==> src/rtl/io_mem_bank_pkg.sv <==
// io_mem_pkg: shared constants for the I/O memory bank.
//   - Word addresses of every register on the data-memory bus.
//   - ID signature byte.
//   - Segment patterns for blank and dash (active-low, bit 6 = g ... bit 0 = a).
package io_mem_pkg;

  localparam logic [4:0] A_HEX0      = 5'd0;
  localparam logic [4:0] A_LED       = 5'd8;
  localparam logic [4:0] A_LED_SET   = 5'd9;
  localparam logic [4:0] A_LED_CLR   = 5'd10;
  localparam logic [4:0] A_HEX_BLANK = 5'd11;
  localparam logic [4:0] A_SW        = 5'd12;
  localparam logic [4:0] A_SW_CHG    = 5'd13;
  localparam logic [4:0] A_ID        = 5'd14;

  localparam logic [7:0] ID_BYTE = 8'hA5;

  localparam logic [6:0] SEG_BLANK = 7'h7F;
  localparam logic [6:0] SEG_DASH  = 7'b0111111;

endpackage

==> src/rtl/io_mem_bank_if.sv <==
// io_mem_bank_if: data-memory bus between the pipeline core and the I/O bank.
//   addr         5-bit word address
//   data_in      32-bit write data
//   write_enable write strobe, sampled at posedge
//   data_out     32-bit registered read data
interface io_mem_bank_if;
  logic [4:0]  addr;
  logic [31:0] data_in;
  logic        write_enable;
  logic [31:0] data_out;

  modport master (output addr, data_in, write_enable, input data_out);
  modport slave  (input addr, data_in, write_enable, output data_out);
endinterface

==> src/rtl/io_debounce.sv <==
// io_debounce: switch synchroniser and tick-based debouncer.
//   clock, reset  system clock, synchronous active-high reset
//   raw           asynchronous switch inputs
//   db            debounced switch vector
//   chg           one-cycle strobe per bit, high on the edge db[i] toggles
// A shared counter fires a tick every DB_TICK cycles. On a tick each bit is
// sampled; the debounced bit only follows when two consecutive tick samples
// agree, so a glitch shorter than one tick period is never accepted.
module io_debounce #(
  parameter int W       = 10,
  parameter int DB_TICK = 50000
) (
  input  logic         clock,
  input  logic         reset,
  input  logic [W-1:0] raw,
  output logic [W-1:0] db,
  output logic [W-1:0] chg
);
  localparam int CW = (DB_TICK > 2) ? $clog2(DB_TICK) : 1;

  logic [CW-1:0] cnt;
  logic [W-1:0]  s1, s2, samp;
  logic          tick;

  assign tick = (cnt == CW'(DB_TICK - 1));
  // Toggle where the new sample agrees with the last one and differs from db.
  assign chg  = tick ? (~(s2 ^ samp) & (s2 ^ db)) : '0;

  always_ff @(posedge clock) begin
    if (reset) begin
      cnt  <= '0;
      s1   <= '0;
      s2   <= '0;
      samp <= '0;
      db   <= '0;
    end else begin
      s1  <= raw;
      s2  <= s1;
      cnt <= tick ? '0 : cnt + CW'(1);
      if (tick) begin
        samp <= s2;
        db   <= db ^ chg;
      end
    end
  end
endmodule

==> src/rtl/sevenseg.sv <==
// sevenseg: decimal digit to active-low seven-segment pattern.
//   digit  4-bit value; anything above 9 shows blank
//   seg    segments {g,f,e,d,c,b,a}, 0 = lit
module sevenseg (
  input  logic [3:0] digit,
  output logic [6:0] seg
);
  always_comb begin
    case (digit)
      4'd0:    seg = 7'b1000000;
      4'd1:    seg = 7'b1111001;
      4'd2:    seg = 7'b0100100;
      4'd3:    seg = 7'b0110000;
      4'd4:    seg = 7'b0011001;
      4'd5:    seg = 7'b0010010;
      4'd6:    seg = 7'b0000010;
      4'd7:    seg = 7'b1111000;
      4'd8:    seg = 7'b0000000;
      4'd9:    seg = 7'b0010000;
      default: seg = 7'b1111111;
    endcase
  end
endmodule

==> src/rtl/io_mem_bank.sv <==
// io_mem_bank: memory-mapped I/O slave on the data-memory bus.
//   clock, reset  system clock, synchronous active-high reset
//   bus           slave side of io_mem_bank_if (addr/data_in/write_enable/data_out)
//   io_in_sw      raw switches (debounced internally)
//   io_out_led    LED drive, 1 = lit
//   io_out_hex    active-low segments, digit k at [7k+6:7k]
// Each hex pair holds a 7-bit value shown as two decimal digits (low digit on
// the even digit). Values 100..127 show dashes; a set blank bit darkens the pair.
// data_out is registered from addr every cycle, so a read in the same cycle as
// a write returns the pre-write value.
module io_mem_bank
  import io_mem_pkg::*;
#(
  parameter int NUM_HEX = 6,   // even, 2..8
  parameter int LED_W   = 10,  // 1..32
  parameter int SW_W    = 10,  // 1..32
  parameter int DB_TICK = 50000
) (
  input  logic                 clock,
  input  logic                 reset,
  io_mem_bank_if.slave         bus,
  input  logic [SW_W-1:0]      io_in_sw,
  output logic [LED_W-1:0]     io_out_led,
  output logic [7*NUM_HEX-1:0] io_out_hex
);
  localparam int NPAIR = NUM_HEX / 2;

  logic [NPAIR-1:0][6:0] hex_val;
  logic [NPAIR-1:0]      blank;
  logic [SW_W-1:0]       sw_db, sw_chg_pulse, sw_chg, sw_clr;
  logic [31:0]           rdata;
  logic                  unused_data_in;

  // Not every data_in bit maps to a register for narrow configurations.
  assign unused_data_in = ^bus.data_in;

  io_debounce #(.W(SW_W), .DB_TICK(DB_TICK)) u_db (
    .clock (clock),
    .reset (reset),
    .raw   (io_in_sw),
    .db    (sw_db),
    .chg   (sw_chg_pulse)
  );

  assign sw_clr = (bus.write_enable && bus.addr == A_SW_CHG) ? bus.data_in[SW_W-1:0] : '0;

  always_ff @(posedge clock) begin
    if (reset) begin
      hex_val      <= '0;
      blank        <= '1;
      io_out_led   <= '0;
      sw_chg       <= '0;
      bus.data_out <= '0;
    end else begin
      bus.data_out <= rdata;
      // New change is OR-ed after the clear so a simultaneous set wins.
      sw_chg <= (sw_chg & ~sw_clr) | sw_chg_pulse;
      if (bus.write_enable) begin
        for (int n = 0; n < NPAIR; n++)
          if (bus.addr == 5'(A_HEX0 + 5'(n))) hex_val[n] <= bus.data_in[6:0];
        case (bus.addr)
          A_LED:       io_out_led <= bus.data_in[LED_W-1:0];
          A_LED_SET:   io_out_led <= io_out_led | bus.data_in[LED_W-1:0];
          A_LED_CLR:   io_out_led <= io_out_led & ~bus.data_in[LED_W-1:0];
          A_HEX_BLANK: blank      <= bus.data_in[NPAIR-1:0];
          default: ;
        endcase
      end
    end
  end

  always_comb begin
    rdata = '0;
    for (int n = 0; n < NPAIR; n++)
      if (bus.addr == 5'(A_HEX0 + 5'(n))) rdata = {25'b0, hex_val[n]};
    case (bus.addr)
      A_LED:       rdata = 32'(io_out_led);
      A_HEX_BLANK: rdata = 32'(blank);
      A_SW:        rdata = 32'(sw_db);
      A_SW_CHG:    rdata = 32'(sw_chg);
      A_ID:        rdata = {ID_BYTE, 8'(NUM_HEX), 8'(LED_W), 8'(SW_W)};
      default: ;
    endcase
  end

  for (genvar n = 0; n < NPAIR; n++) begin : g_pair
    logic [3:0] lo_d, hi_d;
    logic [6:0] lo_s, hi_s;

    assign lo_d = 4'(hex_val[n] % 7'd10);
    assign hi_d = 4'(hex_val[n] / 7'd10);

    sevenseg u_lo (.digit(lo_d), .seg(lo_s));
    sevenseg u_hi (.digit(hi_d), .seg(hi_s));

    assign io_out_hex[14*n +: 14] = blank[n]             ? {SEG_BLANK, SEG_BLANK} :
                                    (hex_val[n] > 7'd99) ? {SEG_DASH, SEG_DASH}   :
                                                           {hi_s, lo_s};
  end
endmodule

==> src/flat_wrapper.sv <==
// flat-port wrapper written by rule: the top's interface ports become plain ports
module io_mem_bank_flat import io_mem_pkg::*;
#(
  parameter int NUM_HEX = 6,                
  parameter int LED_W   = 10,          
  parameter int SW_W    = 10,          
  parameter int DB_TICK = 50000
)
  (clock, reset, io_in_sw, io_out_led, io_out_hex, bus_addr, bus_data_in, bus_write_enable, bus_data_out);
  io_mem_bank_if bus_i ();
  input  logic clock;
  input  logic reset;
  input  logic [SW_W-1:0] io_in_sw;
  output logic [LED_W-1:0] io_out_led;
  output logic [7*NUM_HEX-1:0] io_out_hex;
  input wire logic [$bits(bus_i.addr)-1:0] bus_addr;
  input wire logic [$bits(bus_i.data_in)-1:0] bus_data_in;
  input wire logic [$bits(bus_i.write_enable)-1:0] bus_write_enable;
  output wire logic [$bits(bus_i.data_out)-1:0] bus_data_out;
  assign bus_i.addr = bus_addr;
  assign bus_i.data_in = bus_data_in;
  assign bus_i.write_enable = bus_write_enable;
  assign bus_data_out = bus_i.data_out;
  io_mem_bank #(.NUM_HEX(NUM_HEX), .LED_W(LED_W), .SW_W(SW_W), .DB_TICK(DB_TICK)) u_core (.clock(clock), .reset(reset), .bus(bus_i), .io_in_sw(io_in_sw), .io_out_led(io_out_led), .io_out_hex(io_out_hex));
endmodule
==> config.mk <==
export PLATFORM = sky130hd
export DESIGN_NAME = io_mem_bank_flat
export DESIGN_NICKNAME = d
export VERILOG_FILES = /design/src/rtl/io_mem_bank_pkg.sv /design/src/rtl/io_mem_bank_if.sv /design/src/rtl/io_debounce.sv /design/src/rtl/sevenseg.sv /design/src/rtl/io_mem_bank.sv /design/src/flat_wrapper.sv
export SDC_FILE = /design/constraint.sdc
export NUM_CORES = 1
export LEC_CHECK = 0
export BUFFER_PORTS_ARGS = -buffer_cell sky130_fd_sc_hd__buf_2
export CAP_MARGIN = 10
export CORE_UTILIZATION = 57
export DETAILED_ROUTE_END_ITERATION = 10
export MAX_ROUTING_LAYER = met4
export PLACE_DENSITY = 0.79
export SETUP_SLACK_MARGIN = 0.05
export SYNTH_ARGS = -nofsm -noshare
export SYNTH_HDL_FRONTEND = slang
export SYNTH_SLANG_ARGS = --single-unit
==> constraint.sdc <==
create_clock -name clock -period 5.75 [get_ports clock]
set_input_delay 0.8625 -clock clock [delete_from_list [all_inputs] [get_ports clock]]
set_output_delay 0.8625 -clock clock [all_outputs]
set_load 0.1 [all_outputs]
==> summary.md <==
| Metric | Value |
|---|---|
| Outcome | `finished clean` |
| CTS sink count | `about 110` |
| GRT Overall Usage | `around 26%` |
| Core area | `0.0122 sq mm` |
| CTS tree | `built` |
| HPWL after DPL | `12000 microns` |
| Max_cap viols | `0` |
| Yosys reg bits | `111` |
| Post-synthesis sequential area ratio | `between 30% and 40%` |
| Mapped Cells | `between 900 and 1k` |
| Worst hold margin | `439 ps` |
| Footprint of the multi-input gates | `0.00455 sq mm` |
| Most common cell in the netlist | `nand2_1` |
| Min-delay worst type | `reg2reg` |
| Final setup violation count | `0` |
| CP max stage cell | `nor4bb_1` |
| Max-slew violation count | `0` |
| Crit path required time | `around 4900 ps` |
| Initial Utilization | `between 50 and 60%` |
| Design area | `roughly 0.008 sq mm` |
| DR iter-0 viols | `between 600 and 700` |
| Vias in the first global route | `around 5.7k` |
| Critical path peak fanout | `8` |
| Pin count of the biggest net entering global routing | `50` |
| Element type at the critical path start | `register` |
| Router iterations before antenna repair | `7` |
| Post-CTS setup buffer count | `0` |
| Largest cells by area after synthesis | `dfxtp_1, nand2_1, ha_1` |
| DRT antenna net count | `0` |
| Syn_area_per_cell | `~7.6 sq um` |
| Area leader, netlist | `dfxtp_1` |
| Tightest Pin Transition | `864 ps` |
| First-pass GRT wire length | `approximately 27000 microns` |
| Fillers | `roughly 1.1k` |
| Post-synthesis cell type count | `77` |
| Post-Syn Area | `roughly 0.0073 sq mm` |
| Root buffer cell | `clkbuf_16` |
| Clk_lat worst skew | `roughly 350 ps` |
| Max incr delay on CP | `between 400 and 500 ps` |
| Worst-case clock buffer depth | `2` |
| DR vias/cell | `around 5.8` |
| Final hold viol count | `0` |
| # nets final | `1099` |
| Relative slew slack | `a little over two fifths` |
| RSZ-0062 raised after global routing | `no` |
| Final wirelength | `around 17000 microns` |
| Diode count | `0` |
| Via count | `~6.8k` |
| Yosys warning total | `0` |
| Global placer's final weighted congestion | `between 0.8 and 0.9` |
| Worst Path Arrival | `~4600 ps` |
| Storage cell area | `~0.0022 sq mm` |
| Drt drc | `0` |
| Top-area cell type share of the netlist area | `a little under a third` |
| DP Area | `approximately 0.0077 sq mm` |
| Initial antenna violation count | `0` |
| Leak pwr | `around 3.0 nW` |
| Ys flop type | `dfxtp_1` |
| Crit Path Class | `reg2out` |
| CP Capture Type | `output pin` |
| Async set or reset register ratio after synthesis | `0%` |
| EDFF count, synth | `0` |
| Final core occ | `65.6%` |
| I/O Buffers | `96` |
| Tcrit/Tclk final | `~94%` |
| Top post-synthesis cells by count | `nand2_1, dfxtp_1, nor2_1` |
| Share of layout cells above drive strength 1 | `between 10% and 20%` |
| Min Tclk post-route | `around 5400 ps` |
| Power Total | `1.60 mW` |
| Clock buffer count from CTS | `9` |
| Cells along the critical path | `inv_1 -> ha_1 -> nor4bb_1 -> a211oi_2 -> and3_1 -> and3_1 -> a21oi_2 -> ha_1 -> o31ai_1 -> o21ai_2 -> and2_4 -> xnor2_1 -> ha_1 -> a2bb2oi_1 -> a21oi_1 -> o311ai_2 -> buf_6` |
| Synth-to-Final Area Change | `10.3%` |
| Sum Neg Setup Slack | `0 ps` |
| Highest clock rate | `185 MHz` |
| Power per standard cell area | `200 mW/mm^2` |
| VDD IR max | `0.184 mV` |
| Die width | `115 microns` |
| H-tree levels | `3` |
| Clock Skews | `8.59 ps` |
| Clock slew seen by the registers of the worst setup and hold paths | `around 80 ps` |
| Die ar. | `0.0132 sq mm` |
| Rows | `40` |
| Overflow after GRT | `0` |
| Chip height | `between 100 and 150 microns` |
| CP dominant cell by count | `ha_1` |
| # IOs | `between 100 and 150` |
| DR WL/cell | `14.2 microns` |
[worst max-delay path: cells and delay by family, from the launching register on]
kind	cells	cell delay, ps
compound gates	7	1230
simple gates	4	1050
fa+ha+maj	3	900
buf+inv	2	450
flops	1	400
xor+xnor	1	180
[power by group]
group          switching, mW  internal (mW)  total (mW)
registers            0.00941          0.779       0.788
clock network          0.312          0.313       0.625
logic                  0.147         0.0405       0.187
total                  0.468           1.13        1.60
[metal layers]
metal / track usage, % / share of wire, %
met1: 34.8 / 45
met2: 40.6 / 47
met3: 3.64 / 6.4
met4: 6.06 / 1.0
met5: - / 0
[what timing repair did]
item,4_1_cts,5_1_grt
resized for setup,0,8
hold buffers,0,0
setup endpoints to repair,0,9
endpoints found under the hold margin,0,0
[final cells by class]
type / count / share of cell area, %
multi-input combinational: 746 / 56.9
sequential: 111 / 27.8
timing repair buffer: 107 / 7.14
clock buffer: 9 / 2.81
tap: 168 / 2.63
inverter: 37 / 1.73
clock inverter: 7 / 1.03
[kinds of logic (layout without fill, tap and decap cells)]
| group | after synthesis | after routing | share of synthesized area (%) |
|---|---|---|---|
| AOI/OAI and AO/OA | 275 | 275 | 24.8 |
| xor gates and xnor gates | 25 | 25 | 3.02 |
| adders and majority gates | 38 | 38 | 6.52 |
| buffers and inverters | 117 | 160 | 7.80 |
| DFF | 111 | 111 | 30.6 |
| muxes | 18 | 18 | 2.55 |
| other | 1 | 15 | 0.0517 |
| and+or+nand+nor | 375 | 375 | 24.7 |
[path summary, 6_finish.rpt]
kind                       from                  end  slack [ps]  cells past startpoint
min           u_core.u_db.s1[2]    u_core.u_db.s2[2]         440                      1
max          u_core.hex_val[11]       io_out_hex[20]         340                     17
min reg2reg   u_core.u_db.s1[2]    u_core.u_db.s2[2]         440                      1
max reg2reg  u_core.u_db.cnt[9]  u_core.u_db.cnt[13]        3040                      5
[through the flow]
| step | cells | setup slack, ps |
|---|---|---|
| floorplan | 974 | -413 |
| global placement | 1169 | 556 |
| detailed placement | 1169 | 486 |
| CTS | 1185 | 108 |
| global route | 1185 | 33.1 |
| finish | 1185 | 337 |
[cell usage in the layout (no fill, tap or decap), types with 4 or more instances in the layout]
cell,Yosys,layout
o21ai_0,73,60
o211ai_1,4,4
o21bai_1,5,5
conb_1,1,15
nand2_1,125,125
inv_1,37,37
inv_8,0,4
nor3_1,17,17
a211o_1,7,7
buf_4,23,11
a31oi_1,14,14
buf_2,8,94
and3_1,12,12
xnor2_1,17,17
a21o_1,4,4
ha_1,37,36
or2_2,4,4
a211oi_1,6,5
nor2_1,90,90
mux2i_1,14,14
xor2_1,8,8
and2_1,4,4
a22oi_1,37,37
o21ai_1,2,14
nor2b_1,28,28
dfxtp_1,111,111
a21oi_1,69,68
mux2_2,4,4
a311oi_1,4,4
o22ai_1,4,4
or3_1,4,4
a222oi_1,5,5
clkbuf_16,0,9
o21a_1,6,6
nand2b_1,23,23
nand3_1,42,42
[state kept, by name, summed over array words and instances (netlist names)]
register and cells:
u_core.hex_val 21, u_core.u_db.cnt 16, u_core.bus.data_out 11, u_core.io_out_led 10, u_core.sw_chg 10, u_core.u_db.db 10
u_core.u_db.s1 10, u_core.u_db.s2 10, u_core.u_db.samp 10, u_core.blank 3
No activity file was read; power rests on OpenSTA's default activity.
